$ cat src/rtl/tone_detect_pkg.sv
// rtl/tone_detect_pkg.sv - note constants, FSM state type and window helpers
package tone_detect_pkg;

    typedef enum logic [1:0] {
        SILENT = 2'd0,
        ARMED  = 2'd1,
        LOCKED = 2'd2
    } state_t;

    typedef logic [2:0] note_t;

    localparam note_t NOTE_NONE = 3'd0;
    localparam note_t NOTE_C4   = 3'd1;
    localparam note_t NOTE_E4   = 3'd2;
    localparam note_t NOTE_G4   = 3'd3;
    localparam note_t NOTE_C5   = 3'd4;

    localparam int  DEF_FREQ  = 2080000;
    localparam real DEF_NOTE1 = 261.626;
    localparam real DEF_NOTE2 = 329.628;
    localparam real DEF_NOTE3 = 391.995;
    localparam real DEF_NOTE4 = 523.251;

    // Nominal period in clk cycles, rounded to nearest.
    function automatic int nominal(input int f, input real note);
        return int'(real'(f) / note);
    endfunction

    function automatic bit windows_overlap(input int lo_a, input int hi_a,
                                           input int lo_b, input int hi_b);
        return (lo_a <= hi_b) && (lo_b <= hi_a);
    endfunction

endpackage

$ cat src/rtl/tone_detect_period_meter.sv
// rtl/tone_detect_period_meter.sv - input synchronizer, rising-edge detect, saturating period counter
module tone_detect_period_meter #(
    parameter int width = 14
) (
    input  logic             clk,
    input  logic             rst_n,
    input  logic             sig_in,
    output logic             edge_p,
    output logic [width-1:0] count,
    output logic             timeout
);

    localparam logic [width-1:0] CNT_MAX = '1;

    // [0],[1] synchronize; [2] is the delayed copy for edge detection.
    logic [2:0] sync_q;

    always_ff @(posedge clk or negedge rst_n) begin
        if (!rst_n) begin
            sync_q <= '0;
            count  <= '0;
        end else begin
            sync_q <= {sync_q[1:0], sig_in};
            if (edge_p)
                count <= {{(width-1){1'b0}}, 1'b1};
            else if (!timeout)
                count <= count + 1'b1;
        end
    end

    assign edge_p  = sync_q[1] & ~sync_q[2];
    assign timeout = (count == CNT_MAX);

endmodule

$ cat src/rtl/tone_detect.sv
// rtl/tone_detect.sv - classifies measured square-wave period into one of four notes and locks one-hot leds
module tone_detect
    import tone_detect_pkg::*;
#(
    parameter int  freq      = DEF_FREQ,
    parameter real note1     = DEF_NOTE1,
    parameter real note2     = DEF_NOTE2,
    parameter real note3     = DEF_NOTE3,
    parameter real note4     = DEF_NOTE4,
    parameter int  width     = 14,
    parameter int  tol_shift = 4,
    parameter int  confirm   = 3
) (
    input  logic             clk,
    input  logic             rst_n,
    input  logic             sig_in,
    output logic             led1,
    output logic             led2,
    output logic             led3,
    output logic             led4,
    output logic             active,
    output logic [width-1:0] period
);

    localparam int NOM1 = nominal(freq, note1);
    localparam int NOM2 = nominal(freq, note2);
    localparam int NOM3 = nominal(freq, note3);
    localparam int NOM4 = nominal(freq, note4);
    localparam int LO1 = NOM1 - (NOM1 >>> tol_shift), HI1 = NOM1 + (NOM1 >>> tol_shift);
    localparam int LO2 = NOM2 - (NOM2 >>> tol_shift), HI2 = NOM2 + (NOM2 >>> tol_shift);
    localparam int LO3 = NOM3 - (NOM3 >>> tol_shift), HI3 = NOM3 + (NOM3 >>> tol_shift);
    localparam int LO4 = NOM4 - (NOM4 >>> tol_shift), HI4 = NOM4 + (NOM4 >>> tol_shift);
    localparam int MW  = $clog2(confirm + 1);

    localparam bit OVERLAP =
        windows_overlap(LO1, HI1, LO2, HI2) || windows_overlap(LO1, HI1, LO3, HI3) ||
        windows_overlap(LO1, HI1, LO4, HI4) || windows_overlap(LO2, HI2, LO3, HI3) ||
        windows_overlap(LO2, HI2, LO4, HI4) || windows_overlap(LO3, HI3, LO4, HI4);

    if (OVERLAP) begin : g_overlap
        $error("tone_detect: note windows overlap");
    end

    logic             edge_p;
    logic             timeout;
    logic [width-1:0] count;

    tone_detect_period_meter #(.width(width)) u_meter (
        .clk     (clk),
        .rst_n   (rst_n),
        .sig_in  (sig_in),
        .edge_p  (edge_p),
        .count   (count),
        .timeout (timeout)
    );

    logic [31:0] cnt32;
    note_t       cls;

    assign cnt32 = 32'(count);

    always_comb begin
        cls = NOTE_NONE;
        if (cnt32 >= 32'(LO1) && cnt32 <= 32'(HI1)) cls = NOTE_C4;
        if (cnt32 >= 32'(LO2) && cnt32 <= 32'(HI2)) cls = NOTE_E4;
        if (cnt32 >= 32'(LO3) && cnt32 <= 32'(HI3)) cls = NOTE_G4;
        if (cnt32 >= 32'(LO4) && cnt32 <= 32'(HI4)) cls = NOTE_C5;
    end

    state_t           state_q, state_d;
    note_t            cand_q, cand_d;
    logic [MW-1:0]    match_q, match_d;
    logic [3:0]       led_q, led_d;
    logic             active_q;
    logic [width-1:0] period_q, period_d;

    always_ff @(posedge clk or negedge rst_n) begin
        if (!rst_n) begin
            state_q  <= SILENT;
            cand_q   <= NOTE_NONE;
            match_q  <= '0;
            led_q    <= '0;
            active_q <= 1'b0;
            period_q <= '0;
        end else begin
            state_q  <= state_d;
            cand_q   <= cand_d;
            match_q  <= match_d;
            led_q    <= led_d;
            active_q <= |led_d;
            period_q <= period_d;
        end
    end

    // cand_q doubles as the locked note while in LOCKED.
    always_comb begin
        state_d  = state_q;
        cand_d   = cand_q;
        match_d  = match_q;
        led_d    = led_q;
        period_d = period_q;
        if (edge_p) begin
            case (state_q)
                SILENT: begin
                    state_d = ARMED;
                    cand_d  = NOTE_NONE;
                    match_d = '0;
                end
                ARMED: begin
                    period_d = count;
                    if (cls != NOTE_NONE && cls == cand_q) begin
                        match_d = match_q + 1'b1;
                        if (int'(match_q) + 1 >= confirm) begin
                            state_d = LOCKED;
                            led_d   = 4'b0001 << (cls - 3'd1);
                        end
                    end else begin
                        cand_d  = cls;
                        match_d = MW'(cls != NOTE_NONE);
                    end
                end
                LOCKED: begin
                    period_d = count;
                    if (cls != cand_q) begin
                        state_d = ARMED;
                        led_d   = '0;
                        cand_d  = cls;
                        match_d = MW'(cls != NOTE_NONE);
                    end
                end
                default: state_d = SILENT;
            endcase
        end else if (timeout) begin
            state_d = SILENT;
            led_d   = '0;
            cand_d  = NOTE_NONE;
            match_d = '0;
        end
    end

    always_comb begin
        led1   = led_q[0];
        led2   = led_q[1];
        led3   = led_q[2];
        led4   = led_q[3];
        active = active_q;
        period = period_q;
    end

endmodule
$ cat config.mk
export PLATFORM = sky130hd
export DESIGN_NAME = tone_detect
export DESIGN_NICKNAME = d
export VERILOG_FILES = /design/src/rtl/tone_detect_pkg.sv /design/src/rtl/tone_detect_period_meter.sv /design/src/rtl/tone_detect.sv
export SDC_FILE = /design/constraint.sdc
export NUM_CORES = 1
export LEC_CHECK = 0
export CAP_MARGIN = 25
export CORE_UTILIZATION = 55
export CTS_CLUSTER_DIAMETER = 80
export DETAILED_ROUTE_END_ITERATION = 10
export GPL_ROUTABILITY_DRIVEN = 0
export PLACE_DENSITY = 0.81
export SYNTH_ARGS = -nofsm -noshare
export SYNTH_HDL_FRONTEND = slang
export SYNTH_SLANG_ARGS = --single-unit
$ cat constraint.sdc
create_clock -name clk -period 3.24 [get_ports clk]
set_input_delay 0.486 -clock clk [delete_from_list [all_inputs] [get_ports clk]]
set_output_delay 0.486 -clock clk [all_outputs]
set_load 0.03 [all_outputs]
### Yosys cells after proc, flatten, opt, wreduce, memory -nomap -nowiden

Index checks and enable logic that the tools add are counted.

* bits in registers: 43
* word-level logic and storage cells: 76
* input port bits: 3
* output and inout port bits: 19

* reduce and logical (&&, ||, !) cells: 14
* $lt $le $gt $ge: 9
* add/subtract/negate cells: 4
* bitwise gates (word level): 2
* mux-type cells: 27
* equal/unequal tests: 11
* shift-type cells: 1

Operator list (number)
* $ge A14 B13 Y1 const B: 3
* $le A14 B13 Y1 const B: 3
* $mux W14: 2
* $mux W4: 5
* $mux W2: 9
* $mux W3: 6
* $add A14 B1 Y14 const B: 1
* $eq A14 B14 Y1 const B: 1
* $ge A14 B12 Y1 const B: 1
* $le A14 B14 Y1 const B: 1
* $ne A3 B3 Y1 const B: 4
* $pmux W2 S3: 2
* $pmux W3 S3: 1
* $pmux W4 S2: 1
* $reduce_and A4 Y1: 2
* $logic_and A1 B1 Y1: 5
* $ne A4 B1 Y1 const B: 1
* $reduce_or A4 Y1: 1
* $shl A1 B3 Y4 const A: 1
* $add A2 B1 Y3 const B: 1
* $eq A3 B3 Y1: 1
* $ge A3 B2 Y1 const B: 1
* $ne A3 B3 Y1: 1
* $reduce_and A3 Y1: 1
* 13 further kinds: 13

### Logic depth before layout (Yosys ltp)

* depth after elaboration: 13
* gate-level depth with buffers: 11

### Modules after synthesis

From an unflattened synthesis, not the netlist that was laid out.

* cells, all modules: 255
* area, all modules: 2641.3 um^2

Modules (own cells, without submodules)
* tone_detect: times used 1, cells each 175, sequential area each 650.6 um^2, area an instance 1800.5 um^2
* tone_detect_period_meter: times used 1, cells each 80, sequential area each 425.4 um^2, area an instance 840.8 um^2

### Least setup slack after synthesis

No wires, ideal clock.

* path type: register to register
* start: register u_meter.count[1]
* end: register cand_q[0]
* library setup time: 0.125 ns
* clock period less this slack: 2.767 ns
* cell stages (with the launch flop): 10
* buffers on the path: 0
* path slack: 0.473 ns
* data arrival time: 2.642 ns
* path through: dfrtp_1 -> ha_1 -> nand3_2 -> a2111o_1 -> and2_4 -> a22o_4 -> nor4_2 -> a22o_2 -> nand2b_4 -> mux2_4

* cells in the longest elaborated chain, start to end: 10
* elaborated cells between the ends (all ways): 29
* classes of those cells: order compare (8); eq/ne (5); mux (8); reduce/logical (8)

RTL lines
* start, declared: RTL line tone_detect_period_meter.sv:9 `output logic [width-1:0] count,`
* start signal, assigned: RTL line tone_detect_period_meter.sv:25 `count <= {{(width-1){1'b0}}, 1'b1};`
* start signal, assigned: RTL line tone_detect_period_meter.sv:27 `count <= count + 1'b1;`
* $ge A14 B13 Y1 / $le A14 B14 Y1 (equally long branches): RTL line tone_detect.sv:64 `if (cnt32 >= 32'(LO1) && cnt32 <= 32'(HI1)) cls = NOTE_C4;`
* $logic_and A1 B1 Y1: RTL line tone_detect.sv:64
* $mux W1: RTL line tone_detect.sv:64
* $mux W2: RTL line tone_detect.sv:65 `if (cnt32 >= 32'(LO2) && cnt32 <= 32'(HI2)) cls = NOTE_E4;`
* $mux W3: RTL line tone_detect.sv:66 `if (cnt32 >= 32'(LO3) && cnt32 <= 32'(HI3)) cls = NOTE_G4;`
* $mux W3: RTL line tone_detect.sv:67 `if (cnt32 >= 32'(LO4) && cnt32 <= 32'(HI4)) cls = NOTE_C5;`
* $eq A3 B3 Y1 / $reduce_bool A3 Y1 (equally long branches): RTL line tone_detect.sv:111 `if (cls != NOTE_NONE && cls == cand_q) begin`
* $logic_and A1 B1 Y1: RTL line tone_detect.sv:111
* $ne A3 B3 Y1 (no line)
* $reduce_and A4 Y1 (no line)
* end signal, assigned: RTL line tone_detect.sv:87 `cand_q <= cand_d;`
* end, declared: RTL line tone_detect.sv:71 `note_t cand_q, cand_d;`

Parallel ways exist; a longest one is shown, timed or not. The select of a mux whose other input is x is not followed.
A chain may end at the register's enable or synchronous reset.

### Worst setup path after layout

* start: register u_meter.count[1]
* end: register cand_q[2]

Same word-level chain as after synthesis.

==> results.yml <==
finish:
  syn_to_final_growth_pct: 12.7
  antenna_cells: 0
  seq_area_mm2: 0.00108
  fill_cells: 371
  drive_above_1_share_pct: 18.0
  multi_input_area_mm2: 0.00140
  final_nets: 280
logic_synthesis:
  async_reset_ff_share_pct: 100
  synth.area.top_cells: "dfrtp_1 41%, ha_1 5.3%, mux2_2 4.8%"
  post-synth-top-area-fraction_pct: 41.3
  synth_nets: 263
  ys_seq_elements: 43
  synth-seq-area-share_pct: 41.3
  synth_ff_type: "dfrtp_1"
  synth-edff-count: 0
  yosys-top-cells-count: "43 x dfrtp_1, 26 x nand2_1, 23 x nor2_1"
  synth_area_per_cell_um2: 10.5
  synth_cell_types: 66
  yosysTopAreaCell: "dfrtp_1"
  synth_area_mm2: 0.00260
  yosysWarnings: 0
  yosysMostFrequentCell: "dfrtp_1"
  syn_inst: 249
clock_tree:
  post_cts_buffers: 0
  cts_tree: "built"
  ctsHtreeMaxLevel: 2
  cts_max_path_buffers: 2
  cts-resized-gates: 0
  clk_pin_slew_ns: 0.08
  numCtsBuffers: 5
  clock_sinks: 43
  postCtsHoldBufs: 0
  clk_latency_ns: 0.29
  cts_root_buffer: "clkbuf_8"
routing:
  drt-vias-per-instance: 5.91
  first_pass_iters: 6
  routed_wl_um: 4910
  final_antenna_net_count: 0
  drt_iter0_markers: 108
  route.vias.total: 1880
  wl_per_cell_um: 15.4
  drc: 0
power_and_ir_drop:
  power.total_w: 0.00148
  pwr_density_cell_mw_per_mm2: 504
  power.leakage_nw: 1.31
  ir_worst_vdd_mv: 0.286
die:
  io_pins: 22
  coreArea_mm2: 0.00444
  rows: 24
  dieArea_mm2: 0.00501
  start_util_pct: 58.6
  die_y_um: 70.8
  dieWidth_um: 70.8
grt:
  antenna_found_initial: 0
  grt_usage_pct: 21.6
  grt_pass1_vias: 1757
  grt.overflow.total: 0
  grt_first_pass_wirelength_um: 8460
  grt_max_degree: 44
sta:
  fin_crit_ns: 3.07
  finalHoldViolations: 0
  max_freq_mhz: 326
  clock_skew_ns: 0.00671
  slew_violations: 0
  tightestPinTransition_ns: 0.581
  rsz0062_at_grt: "no"
  period_share_pct: 94.7
  setup_viol: 0
  final.setup.tns_ns: 0
  slew_headroom_pct: 61.2
worst_setup_path:
  cp_cell_sequence: "ha_1, nand3_2, a2111o_1, and2_4, a22o_4, nor4_2, a22o_2, nand2b_4, mux2_4"
  max_stage_delay_ns: 0.47
  critical_path.slowest_cell: "dfrtp_1"
  cp_data_required_time_ns: 3.42
  crit_fanout: 8
  r2r_cells: 9
  setup.worst_path.end_class: "flip-flop"
  path_class: "flip-flop to flip-flop"
  critPathLaunchType: "flip-flop"
  worstPathArrival_ns: 3.24
status:
  status: "finished clean"
placement:
  io_buffers: 21
  dp_hpwl_um: 3560
worst_hold_path:
  min_path_type: "input port to asynchronous set/reset pin"
flow_run:
  maxCapViolCount: 0
[state kept, by name, indices dropped and copies added, names as in the netlist]
register	cells
period	14
u_meter.count	14
led_q	4
cand_q	3
u_meter.sync_q	3
match_q	2
state_q	2
active	1
[worst paths after layout]
kind,end,slack [ns],start
setup / recovery,cand_q[2]$_DFFE_PN0P_,0.17,u_meter.count[1]$_DFFE_PN0P_
setup reg to reg,cand_q[2]$_DFFE_PN0P_,0.17,u_meter.count[1]$_DFFE_PN0P_
hold reg to reg,u_meter.sync_q[1]$_DFF_PN0_,0.35,u_meter.sync_q[0]$_DFF_PN0_
min in group clk,u_meter.sync_q[1]$_DFF_PN0_,0.35,u_meter.sync_q[0]$_DFF_PN0_
hold / removal,u_meter.count[3]$_DFFE_PN0P_,0.15,rst_n
max in group asynchronous,state_q[1]$_DFFE_PN0P_,2.60,rst_n
[power by group]
part / total [W] / leakage [nW] / switching [W] / internal, W
clock network: 0.000397 / 0.0513 / 0.000171 / 0.000226
logic: 0.000412 / 0.679 / 0.000236 / 0.000176
registers: 0.000672 / 0.579 / 0.0000798 / 0.000592
total: 0.00148 / 1.31 / 0.000486 / 0.000994
[cell families after synthesis]
kind of cell	share of synthesized area, %
simple gates	21.7
compound gates	14.5
fa+ha+maj	5.29
flops	41.3
mux	8.60
buf+inv	5.00
xor+xnor	3.65
[layout make-up]
| type | count | share of cell area [%] |
|---|---|---|
| sequential | 43 | 36.7 |
| clock inverter | 1 | 1.02 |
| multi-input combinational | 181 | 47.6 |
| timing repair buffer | 25 | 8.70 |
| clock buffer | 6 | 2.47 |
| tap | 52 | 2.22 |
| inverter | 10 | 1.28 |
[through the flow]
stage / setup WS [ns] / std cells / hold WS, ns / util, % / cell area (µm²)
floorplan: 0.473 / 249 / 0.190 / - / 2600
global placement: 0.345 / 310 / 0.338 / 63.1 / 2800
detailed placement: 0.235 / 310 / 0.340 / 63.1 / 2800
CTS: 0.199 / 317 / 0.358 / 65.4 / 2910
global route: 0.0262 / 318 / 0.194 / 66.0 / 2930
finish: 0.173 / 318 / 0.153 / 66.0 / 2930
[per-layer routing]
layer | global-route usage [%] | part of all wire [%] | up-vias | wire length, µm
li1 | - | - | 916 | -
met5 | 0 | 0 | - | 0
met1 | 32.2 | 50 | 922 | 2470
met3 | 4.70 | 3.7 | 7 | 180
met2 | 31.5 | 45 | 35 | 2210
met4 | 6.89 | 1.0 | 0 | 51
[cell usage in the layout, fill, tap and decap left out, drive strengths merged, types with 3 or more instances in the layout]
master         count
a21oi              6
and2               3
buf                5
clkbuf             6
clkdlybuf4s50     20
dfrtp             43
ha                11
inv               10
mux2              15
mux2i              4
nand2             26
nand2b             7
nand3              6
nand3b             3
nand4              7
nor2              23
nor3               6
nor4               3
o2111ai            4
o21ai              7
xnor2              3
xor2               7
[critical path: cells and delay by family (launching register included)]
family	cells	cell delay [ns]
AOI/OAI and AO/OA	3	1.01
adders and majority gates	1	0.32
DFF	1	0.47
muxes	1	0.30
and+or+nand+nor	4	0.85
Note: power is estimated with default switching activity, not from simulation.
